===== config.mk =====
export PLATFORM = sky130hd
export DESIGN_NAME = reset_sequencer
export DESIGN_NICKNAME = d
export VERILOG_FILES = /design/src/rtl/reset_sequencer_pkg.sv /design/src/rtl/reset_sequencer_stage_timer.sv /design/src/rtl/reset_sequencer.sv
export SDC_FILE = /design/constraint.sdc
export NUM_CORES = 1
export LEC_CHECK = 0
export ABC_CLOCK_PERIOD_IN_PS = 2900
export BUFFER_PORTS_ARGS = -buffer_cell sky130_fd_sc_hd__buf_4
export CAP_MARGIN = 20
export CELL_PAD_IN_SITES_DETAIL_PLACEMENT = 1
export CELL_PAD_IN_SITES_GLOBAL_PLACEMENT = 1
export CORE_UTILIZATION = 43
export DETAILED_ROUTE_END_ITERATION = 8
export PLACE_DENSITY_LB_ADDON = 0.1
export SLEW_MARGIN = 5
export SYNTH_ARGS = -nofsm -noshare
export SYNTH_HDL_FRONTEND = slang
export SYNTH_SLANG_ARGS = --single-unit

===== constraint.sdc =====
create_clock -name clk -period 2.9 [get_ports clk]
set_input_delay 0.435 -clock clk [delete_from_list [all_inputs] [get_ports clk]]
set_output_delay 0.435 -clock clk [all_outputs]
set_load 0.03 [all_outputs]

===== src/rtl/reset_sequencer_pkg.sv =====
// -----------------------------------------------------------------------------
// reset_sequencer_pkg
// Shared definitions for the staged peripheral reset sequencer:
//   - FSM state encoding
//   - CSR register offsets relative to the block base address
//   - CSR bit positions
//   - small helpers for delay clamping and the legal hold-mask bits
// No ports; imported by reset_sequencer and stage_timer.
// -----------------------------------------------------------------------------
package reset_sequencer_pkg;

    typedef enum logic [1:0] {
        ST_IDLE = 2'd0,
        ST_WAIT = 2'd1,
        ST_DONE = 2'd2
    } seq_state_t;

    // Register offsets from BASE_ADDR
    localparam logic [4:0] OFF_CTRL  = 5'd0;
    localparam logic [4:0] OFF_DELAY = 5'd1;
    localparam logic [4:0] OFF_CMD   = 5'd2;

    // Bit positions
    localparam int CTRL_DONE_BIT   = 7;
    localparam int CTRL_BUSY_BIT   = 6;
    localparam int CMD_RESTART_BIT = 0;

    // A programmed delay of zero would never expire; it behaves as one tick.
    function automatic logic [7:0] clamp_delay(input logic [7:0] d);
        logic [7:0] r;
        if (d == 8'd0) begin
            r = 8'd1;
        end else begin
            r = d;
        end
        return r;
    endfunction

    // Hold bits that map onto real stages; higher bits read 0 and drop writes.
    function automatic logic [5:0] hold_mask(input int n);
        logic [5:0] m;
        m = 6'b000000;
        for (int i = 0; i < 6; i++) begin
            if (i < n) begin
                m[i] = 1'b1;
            end else begin
                m[i] = 1'b0;
            end
        end
        return m;
    endfunction

endpackage


===== src/rtl/reset_sequencer_stage_timer.sv =====
// -----------------------------------------------------------------------------
// stage_timer
// ce-gated 8-bit tick counter that measures the spacing between stage
// releases. The period is captured on load (zero clamped to one) and the
// counter restarts from zero after every expiry.
// Ports:
//   clk       system clock
//   rst_n     synchronous active-low reset
//   ce        single-cycle tick enable
//   run       count ce ticks while high
//   clear     force count to zero (period kept)
//   load      capture load_val as the period and zero the count
//   load_val  period in ce ticks
//   expire    one-cycle pulse on the ce tick that completes a period
// -----------------------------------------------------------------------------
module stage_timer
    import reset_sequencer_pkg::*;
(
    input  logic       clk,
    input  logic       rst_n,
    input  logic       ce,
    input  logic       run,
    input  logic       clear,
    input  logic       load,
    input  logic [7:0] load_val,
    output logic       expire
);

    logic [7:0] cnt_r;
    logic [7:0] period_r;
    logic       expire_s;

    // Expiry: the tick being counted now brings cnt+1 up to the period.
    always_comb begin
        expire_s = 1'b0;
        if (run && ce && (({1'b0, cnt_r} + 9'd1) == {1'b0, period_r})) begin
            expire_s = 1'b1;
        end else begin
            expire_s = 1'b0;
        end
    end

    // Counter and period registers; load beats clear beats counting.
    always_ff @(posedge clk) begin
        if (!rst_n) begin
            cnt_r    <= 8'd0;
            period_r <= 8'd1;
        end else if (load) begin
            cnt_r    <= 8'd0;
            period_r <= clamp_delay(load_val);
        end else if (clear) begin
            cnt_r    <= 8'd0;
            period_r <= period_r;
        end else if (run && ce) begin
            if (expire_s) begin
                cnt_r <= 8'd0;
            end else begin
                cnt_r <= cnt_r + 8'd1;
            end
            period_r <= period_r;
        end else begin
            cnt_r    <= cnt_r;
            period_r <= period_r;
        end
    end

    assign expire = expire_s;

endmodule


===== src/rtl/reset_sequencer.sv =====
// -----------------------------------------------------------------------------
// reset_sequencer
// Staged peripheral reset sequencer on the shared CSR bus. After a start
// pulse with power good, releases NUM_STAGES active-high resets one by one,
// spaced by DELAY ce ticks. Software may hold stages, read progress and
// restart the sequence.
// Ports:
//   clk       system clock
//   rst_n     synchronous active-low reset
//   ce        single-cycle tick enable
//   csr_a     CSR address
//   csr_di    CSR write data
//   csr_we    CSR write strobe
//   csr_do    CSR read data, 8'h00 outside BASE_ADDR..BASE_ADDR+2 (OR-bus)
//   start     single-cycle pulse that begins the sequence
//   pwr_good  low aborts and holds all stages in reset
//   rst_out   per-stage active-high reset, registered
//   done      high while the sequence is complete
// Registers:
//   +0 CTRL  [7] done RO, [6] busy RO, [5:0] hold mask RW
//   +1 DELAY ticks between releases (0 acts as 1)
//   +2 CMD   write bit0=1 restarts; reads {5'b0, idx}
// -----------------------------------------------------------------------------
module reset_sequencer
    import reset_sequencer_pkg::*;
#(
    parameter logic [4:0] BASE_ADDR     = 5'h0,
    parameter int         NUM_STAGES    = 4,
    parameter logic [7:0] DEFAULT_DELAY = 8'h10,
    parameter logic [5:0] DEFAULT_HOLD  = 6'b000000
) (
    input  logic                  clk,
    input  logic                  rst_n,
    input  logic                  ce,
    input  logic [4:0]            csr_a,
    input  logic [7:0]            csr_di,
    input  logic                  csr_we,
    output logic [7:0]            csr_do,
    input  logic                  start,
    input  logic                  pwr_good,
    output logic [NUM_STAGES-1:0] rst_out,
    output logic                  done
);

    localparam logic [4:0] ADDR_CTRL  = BASE_ADDR + OFF_CTRL;
    localparam logic [4:0] ADDR_DELAY = BASE_ADDR + OFF_DELAY;
    localparam logic [4:0] ADDR_CMD   = BASE_ADDR + OFF_CMD;
    localparam logic [5:0] HOLD_MASK  = hold_mask(NUM_STAGES);
    localparam logic [2:0] LAST_IDX   = 3'(NUM_STAGES - 1);

    seq_state_t            state_r, state_s;
    logic [2:0]            idx_r, idx_s;
    logic [NUM_STAGES-1:0] released_r, released_s;
    logic [NUM_STAGES-1:0] rst_out_r;
    logic [5:0]            hold_r;
    logic [7:0]            delay_r;
    logic [7:0]            csr_do_s;
    logic [7:0]            ctrl_s;

    logic wr_ctrl_s;
    logic wr_delay_s;
    logic restart_s;
    logic t_run_s;
    logic t_clear_s;
    logic t_load_s;
    logic t_expire_s;

    assign wr_ctrl_s  = csr_we && (csr_a == ADDR_CTRL);
    assign wr_delay_s = csr_we && (csr_a == ADDR_DELAY);
    assign restart_s  = csr_we && (csr_a == ADDR_CMD) && csr_di[CMD_RESTART_BIT];

    stage_timer u_stage_timer (
        .clk      (clk),
        .rst_n    (rst_n),
        .ce       (ce),
        .run      (t_run_s),
        .clear    (t_clear_s),
        .load     (t_load_s),
        .load_val (delay_r),
        .expire   (t_expire_s)
    );

    // Next-state logic: pwr_good low, then restart, then per-state behaviour.
    always_comb begin
        state_s    = state_r;
        idx_s      = idx_r;
        released_s = released_r;
        t_run_s    = 1'b0;
        t_clear_s  = 1'b0;
        t_load_s   = 1'b0;
        if (!pwr_good) begin
            state_s    = ST_IDLE;
            idx_s      = 3'd0;
            released_s = '0;
            t_clear_s  = 1'b1;
        end else if (restart_s && (state_r != ST_IDLE)) begin
            // Restart preempts any tick arriving in the same cycle.
            state_s    = ST_WAIT;
            idx_s      = 3'd0;
            released_s = '0;
            t_load_s   = 1'b1;
        end else begin
            case (state_r)
                ST_IDLE: begin
                    idx_s      = 3'd0;
                    released_s = '0;
                    if (start) begin
                        state_s  = ST_WAIT;
                        t_load_s = 1'b1;
                    end else begin
                        state_s   = ST_IDLE;
                        t_clear_s = 1'b1;
                    end
                end
                ST_WAIT: begin
                    t_run_s = 1'b1;
                    if (t_expire_s) begin
                        for (int i = 0; i < NUM_STAGES; i++) begin
                            if (idx_r == 3'(i)) begin
                                released_s[i] = 1'b1;
                            end else begin
                                released_s[i] = released_r[i];
                            end
                        end
                        // idx stays on the last stage once the sequence completes.
                        if (idx_r == LAST_IDX) begin
                            state_s = ST_DONE;
                        end else begin
                            idx_s = idx_r + 3'd1;
                        end
                    end else begin
                        state_s = ST_WAIT;
                    end
                end
                ST_DONE: begin
                    state_s    = ST_DONE;
                    released_s = '1;
                end
                default: begin
                    state_s    = ST_IDLE;
                    idx_s      = 3'd0;
                    released_s = '0;
                    t_clear_s  = 1'b1;
                end
            endcase
        end
    end

    // FSM state, stage index and release set.
    always_ff @(posedge clk) begin
        if (!rst_n) begin
            state_r    <= ST_IDLE;
            idx_r      <= 3'd0;
            released_r <= '0;
        end else begin
            state_r    <= state_s;
            idx_r      <= idx_s;
            released_r <= released_s;
        end
    end

    // Software-visible DELAY and hold mask registers.
    always_ff @(posedge clk) begin
        if (!rst_n) begin
            delay_r <= DEFAULT_DELAY;
            hold_r  <= DEFAULT_HOLD & HOLD_MASK;
        end else begin
            if (wr_delay_s) begin
                delay_r <= csr_di;
            end else begin
                delay_r <= delay_r;
            end
            if (wr_ctrl_s) begin
                hold_r <= csr_di[5:0] & HOLD_MASK;
            end else begin
                hold_r <= hold_r;
            end
        end
    end

    // Reset pins: a stage is in reset until released, or whenever held.
    always_ff @(posedge clk) begin
        if (!rst_n) begin
            rst_out_r <= '1;
        end else begin
            rst_out_r <= ~released_r | hold_r[NUM_STAGES-1:0];
        end
    end

    // CTRL read value assembled from status and hold mask.
    always_comb begin
        ctrl_s                = 8'h00;
        ctrl_s[5:0]           = hold_r;
        ctrl_s[CTRL_DONE_BIT] = (state_r == ST_DONE);
        ctrl_s[CTRL_BUSY_BIT] = (state_r == ST_WAIT);
    end

    // CSR read mux; zero outside our window so the bus can be OR-combined.
    always_comb begin
        csr_do_s = 8'h00;
        if (csr_a == ADDR_CTRL) begin
            csr_do_s = ctrl_s;
        end else if (csr_a == ADDR_DELAY) begin
            csr_do_s = delay_r;
        end else if (csr_a == ADDR_CMD) begin
            csr_do_s = {5'b00000, idx_r};
        end else begin
            csr_do_s = 8'h00;
        end
    end

    assign csr_do  = csr_do_s;
    assign rst_out = rst_out_r;
    assign done    = (state_r == ST_DONE);

endmodule


# After elaboration in Yosys (flattened, before gate mapping)
# Cells that the tools add are included.
# word_totals
input_bits	19
register_bits	41
elab_cells	88
output_inout_bits	13
# classes
n_bitwise	5
add_sub_neg	3
n_eq_ne	16
reduce_logical	21
n_mux	31
# op_table
cell	count
8-bit 2-to-1 mux	4
1-bit 2-to-1 mux	17
2-bit by 1-bit != test with 1-bit output (second input constant)	5
2-bit AND reduction	5
8-bit by 1-bit adder with 9-bit output (second input constant)	1
9-bit by 8-bit == test with 1-bit output	1
3-bit 2-to-1 mux	3
8-bit by 1-bit adder with 8-bit output (second input constant)	1
8-bit logical NOT	1
4-bit one-hot mux with 2 select lines	1
1-bit logical AND	7
3-bit by 2-bit == test with 1-bit output (second input constant)	2
2-bit one-hot mux with 3 select lines	1
3-bit one-hot mux with 2 select lines	1
3-bit OR reduction	2
5-bit by 1-bit == test with 1-bit output (second input constant)	1
5-bit by 2-bit == test with 1-bit output (second input constant)	1
5-bit logical NOT	1
2-bit 2-to-1 mux	2
4-bit 2-to-1 mux	1
4-bit by 2-bit != test with 1-bit output (second input constant)	1
4-bit NOT	1
4-bit bitwise OR	1
3-bit by 1-bit adder with 3-bit output (second input constant)	1
12 further kinds	14

# Logic depth before layout (Yosys ltp)
# depth
ltp_word	12
mapped_depth	10
depth_no_buf	8

# Modules after synthesis
# Synthesis repeated with hierarchy kept, for this count alone.
# hier_totals
hier_cells	267
area_unflattened_um2	2228.4
# modules_own_cells
module	seq_area_each_um2	area_each_um2	cells_per_inst	instances
reset_sequencer	500.5	1276.2	151	1
stage_timer	320.3	952.2	116	1

# Least setup slack after synthesis
# No wires, ideal clock.
# synth_path
path_type	register to register
from	register u_stage_timer.cnt_r[0]
to	register idx_r[1]
required_ns	2.834
setup_slack_ns	0.526
setup_time_ns	0.066
path_buffers	0
synth_period_minus_slack_ns	2.374
path_stages_with_launch	8
t_arrival_ns	2.308
cell_sequence	dfxtp_1 > ha_1 > nand3_4 > or3_4 > a2111oi_4 > o2111ai_2 > or3_1 > a21oi_2
# synth_between
elab_chain_len	6
# synth_lines
element	line_no	text
start: declaration	reset_sequencer_stage_timer.sv:29	logic [7:0] cnt_r;
start signal: assignment	reset_sequencer_stage_timer.sv:58	cnt_r <= cnt_r + 8'd1;
start signal: assignment	reset_sequencer_stage_timer.sv:62	cnt_r <= cnt_r;
8-bit by 1-bit adder with 9-bit output	reset_sequencer_stage_timer.sv:36	if (run && ce && (({1'b0, cnt_r} + 9'd1) == {1'b0, period_r})) begin
9-bit by 8-bit == test with 1-bit output	reset_sequencer_stage_timer.sv:36	
1-bit logical AND	reset_sequencer_stage_timer.sv:36	
1-bit 2-to-1 mux	reset_sequencer_stage_timer.sv:36	
2-bit by 1-bit != test with 1-bit output (no source line)	n/a	
3-bit AND reduction (no source line)	n/a	
end signal: assignment	reset_sequencer.sv:157	idx_r <= idx_s;
end: declaration	reset_sequencer.sv:52	logic [2:0] idx_r, idx_s;
# Every way passes these cells.
# A chain may end at the register's enable or synchronous reset.

# Final worst setup path
# layout_path
from	register u_stage_timer.cnt_r[0]
to	register released_r[3]
# layout_between
elab_chain_len	6
# layout_lines
element	line_no	text
8-bit by 1-bit adder with 9-bit output	reset_sequencer_stage_timer.sv:36	
9-bit by 8-bit == test with 1-bit output	reset_sequencer_stage_timer.sv:36	
1-bit logical AND	reset_sequencer_stage_timer.sv:36	
1-bit 2-to-1 mux	reset_sequencer_stage_timer.sv:36	
2-bit by 1-bit != test with 1-bit output (no source line)	n/a	
2-bit AND reduction (no source line)	n/a	
end signal: assignment	reset_sequencer.sv:158	released_r <= released_s;
end: declaration	reset_sequencer.sv:53	logic [NUM_STAGES-1:0] released_r, released_s;
# Every way passes these cells.

==> impl_metrics.tcl <==
set metrics [dict create \
    outcome "finished, final reports clean" \
    syn_inst 281 \
    wl_um 6180 \
    postSynthAreaPerCell_um2 8.62 \
    synth_seq_area_share 0.339 \
    post-place-ws_ns 0.221 \
    synth_area_leaders "dfxtp_1 (34%), mux2i_1 (9.9%), ha_1 (5.2%)" \
    finalHoldViolations 0 \
    critPathMaxFanout 8 \
    critPathCaptureType "register" \
    via_per_inst 5.62 \
    synth.most_common_cell "dfxtp_1" \
    drt_iter0_drc 99 \
    min_period_over_period 0.913 \
    die_h_um 77.0 \
    r2r_cells 7 \
    period_minus_slack_ns 2.65 \
    hold_depth 3 \
    hpwl_um 4750 \
    first_pass_iters 4 \
    wl_per_cell_um 16.1 \
    yosysTopAreaCellShare 0.339 \
    grt_setup_unrepaired "no" \
    routabilityCongestion 0.861 \
    start_util 0.459 \
    drv_slew 0 \
    synth.distinct_cells 53 \
    route.met2.wl_um 3160 \
    top_layer "met4" \
    synth-main-ff-cell "dfxtp_1" \
    clock-skew-final_ns 0.00680 \
    drive_above_1_share 0.182 \
    holdPathEnd "delay_r[4]" \
    relSlewSlack 0.357 \
    htree_levels 2 \
    drc 0 \
    critPathKind "register to register" \
    hold_path.class "primary input to register" \
    wl_met1_um 2810 \
    worstSkewPairLatency_ns 0.30 \
    dr_wl_met3_um 137 \
    grt_overflow 0 \
    hold_start "csr_di[4]" \
    max_cap_violations 0 \
    netlist_area_um2 2420 \
    cts_tree "done" \
    numPortBuffers 31 \
    cts_buffers 5 \
    die_area_um2 5930 \
    ys_ff_latch 41 \
    vias 2153 \
    fmax_ghz 0.378 \
    ant_nets 0 \
    crit_arrival_ns 2.85 \
    setup_ws_ns 0.252 \
    required_ns 3.10 \
    worstMarginPinSlew_ns 0.958 \
    io_pins 32 \
    startpoint_type "register" \
    post_synth_most_frequent_cells "dfxtp_1 (41), mux2i_1 (24), nand2_1 (24), nand3_1 (20), nor2b_1 (19)" \
    syn_to_final_growth_pct 16.4 \
    r2r_slack_ns 0.25 \
    p_leak_nw 1.14 \
    cts_sinks 41 \
    syn-num-nets 310 \
    antenna_found_initial 0 \
    worstReg2RegStart "u_stage_timer.cnt_r[0]" \
    async_flop_share 0 \
    cts_root_buf "clkbuf_8" \
    grt_pass1_wl_um 10600 \
    grt_pass1_vias 2216 \
    grt_max_degree 27 \
    core-area_um2 5270 \
    final_nets 342 \
    ir_drop_v 0.000219 \
    p_total_mw 1.06 \
    power-per-cell-area_nw_per_um2 375 \
    cts_hold_buffers 0 \
    synth_edf_count 0 \
    yosys_warnings 0 \
    die_x_um 77.0 \
    grt_usage 0.225 \
    rows 26 \
    diodes 0 \
    path_clk_slew_ns 0.08 \
    finalSetupViolCount 0 \
    tns_ns 0 \
    reg2reg_to "released_r[3]" \
    yosysTopAreaCell "dfxtp_1" \
    cts.path.max_buffers 2 \
]
-- sequential cells by signal, summed over array words and instances (netlist names) --
signal / flops
delay_r: 8
hold_r: 4
idx_r: 3
released_r: 4
rst_out: 4
state_r: 2
u_stage_timer.cnt_r: 8
u_stage_timer.period_r: 8
-- power breakdown --
part           total (mW)  internal (mW)  switching, mW
clock network       0.393          0.188          0.205
registers           0.573          0.568        0.00450
logic              0.0898         0.0427         0.0470
total                1.06          0.799          0.257
-- worst max-delay path: stages, from the launching register on --
cell and delay, ns:
dfxtp_1 0.45, ha_1 0.33, nand3_4 0.13, or3_4 0.40, a2111oi_4 0.43, and4_1 0.42, mux2i_1 0.12, a211o_1 0.26
-- through the flow --
step | hold slack (ns) | util | area, µm² | std cells
floorplan | 0.380 | - | 2420 | 281
global placement | 0.392 | 0.516 | 2720 | 375
detailed placement | 0.399 | 0.516 | 2720 | 375
CTS | 0.341 | 0.533 | 2810 | 382
global route | 0.348 | 0.535 | 2820 | 383
finish | 0.348 | 0.535 | 2820 | 383
-- how the worst max path moves through the flow --
stage	startpoint	endpoint	slack (ns)
5_1_grt	u_stage_timer.cnt_r[0]	released_r[3]	0.01
4_1_cts	u_stage_timer.cnt_r[0]	idx_r[0]	0.19
6_report	u_stage_timer.cnt_r[0]	released_r[3]	0.25
3_5_place_dp	u_stage_timer.cnt_r[0]	idx_r[0]	0.22
3_3_place_gp	u_stage_timer.cnt_r[0]	idx_r[0]	0.30
2_1_floorplan	u_stage_timer.cnt_r[0]	idx_r[1]	0.53
-- logic make-up after synthesis --
logic type / Yosys count / synth area share
fa+ha+maj: 10 / 0.0517
flops: 41 / 0.339
simple gates: 123 / 0.282
xor+xnor: 9 / 0.0326
mux: 24 / 0.0992
buf+inv: 23 / 0.0439
compound gates: 51 / 0.151
-- placed cells by master, fill, tap and decap left out, types with 7 or more instances in the layout --
cell type	n
dfxtp_1	41
buf_4	39
mux2i_1	24
nand2_1	24
nand3_1	20
nor2b_1	19
nor2_1	14
a21oi_1	12
ha_1	10
o21ai_0	9
inv_1	8
nor3_1	7
-- layout make-up --
type                       instances  area, µm²
fill                             658       2450
multi-input combinational        217       1490
sequential                        41        821
timing repair buffer              39        293
tap                               70       87.6
clock buffer                       6       82.6
inverter                           9       33.8
clock inverter                     1       7.51
-- layer usage --
metal  vias up  track usage
li1       1073            -
met1      1054        0.268
met2        19        0.404
met3         7       0.0405
met4         0       0.0736
met5         -            0
-- what timing repair did --
action                                  CTS  global route
setup buffers                             0             1
resized for setup                         0             0
endpoints found under the setup margin    0             1
Note: power is estimated with default switching activity, not from simulation.
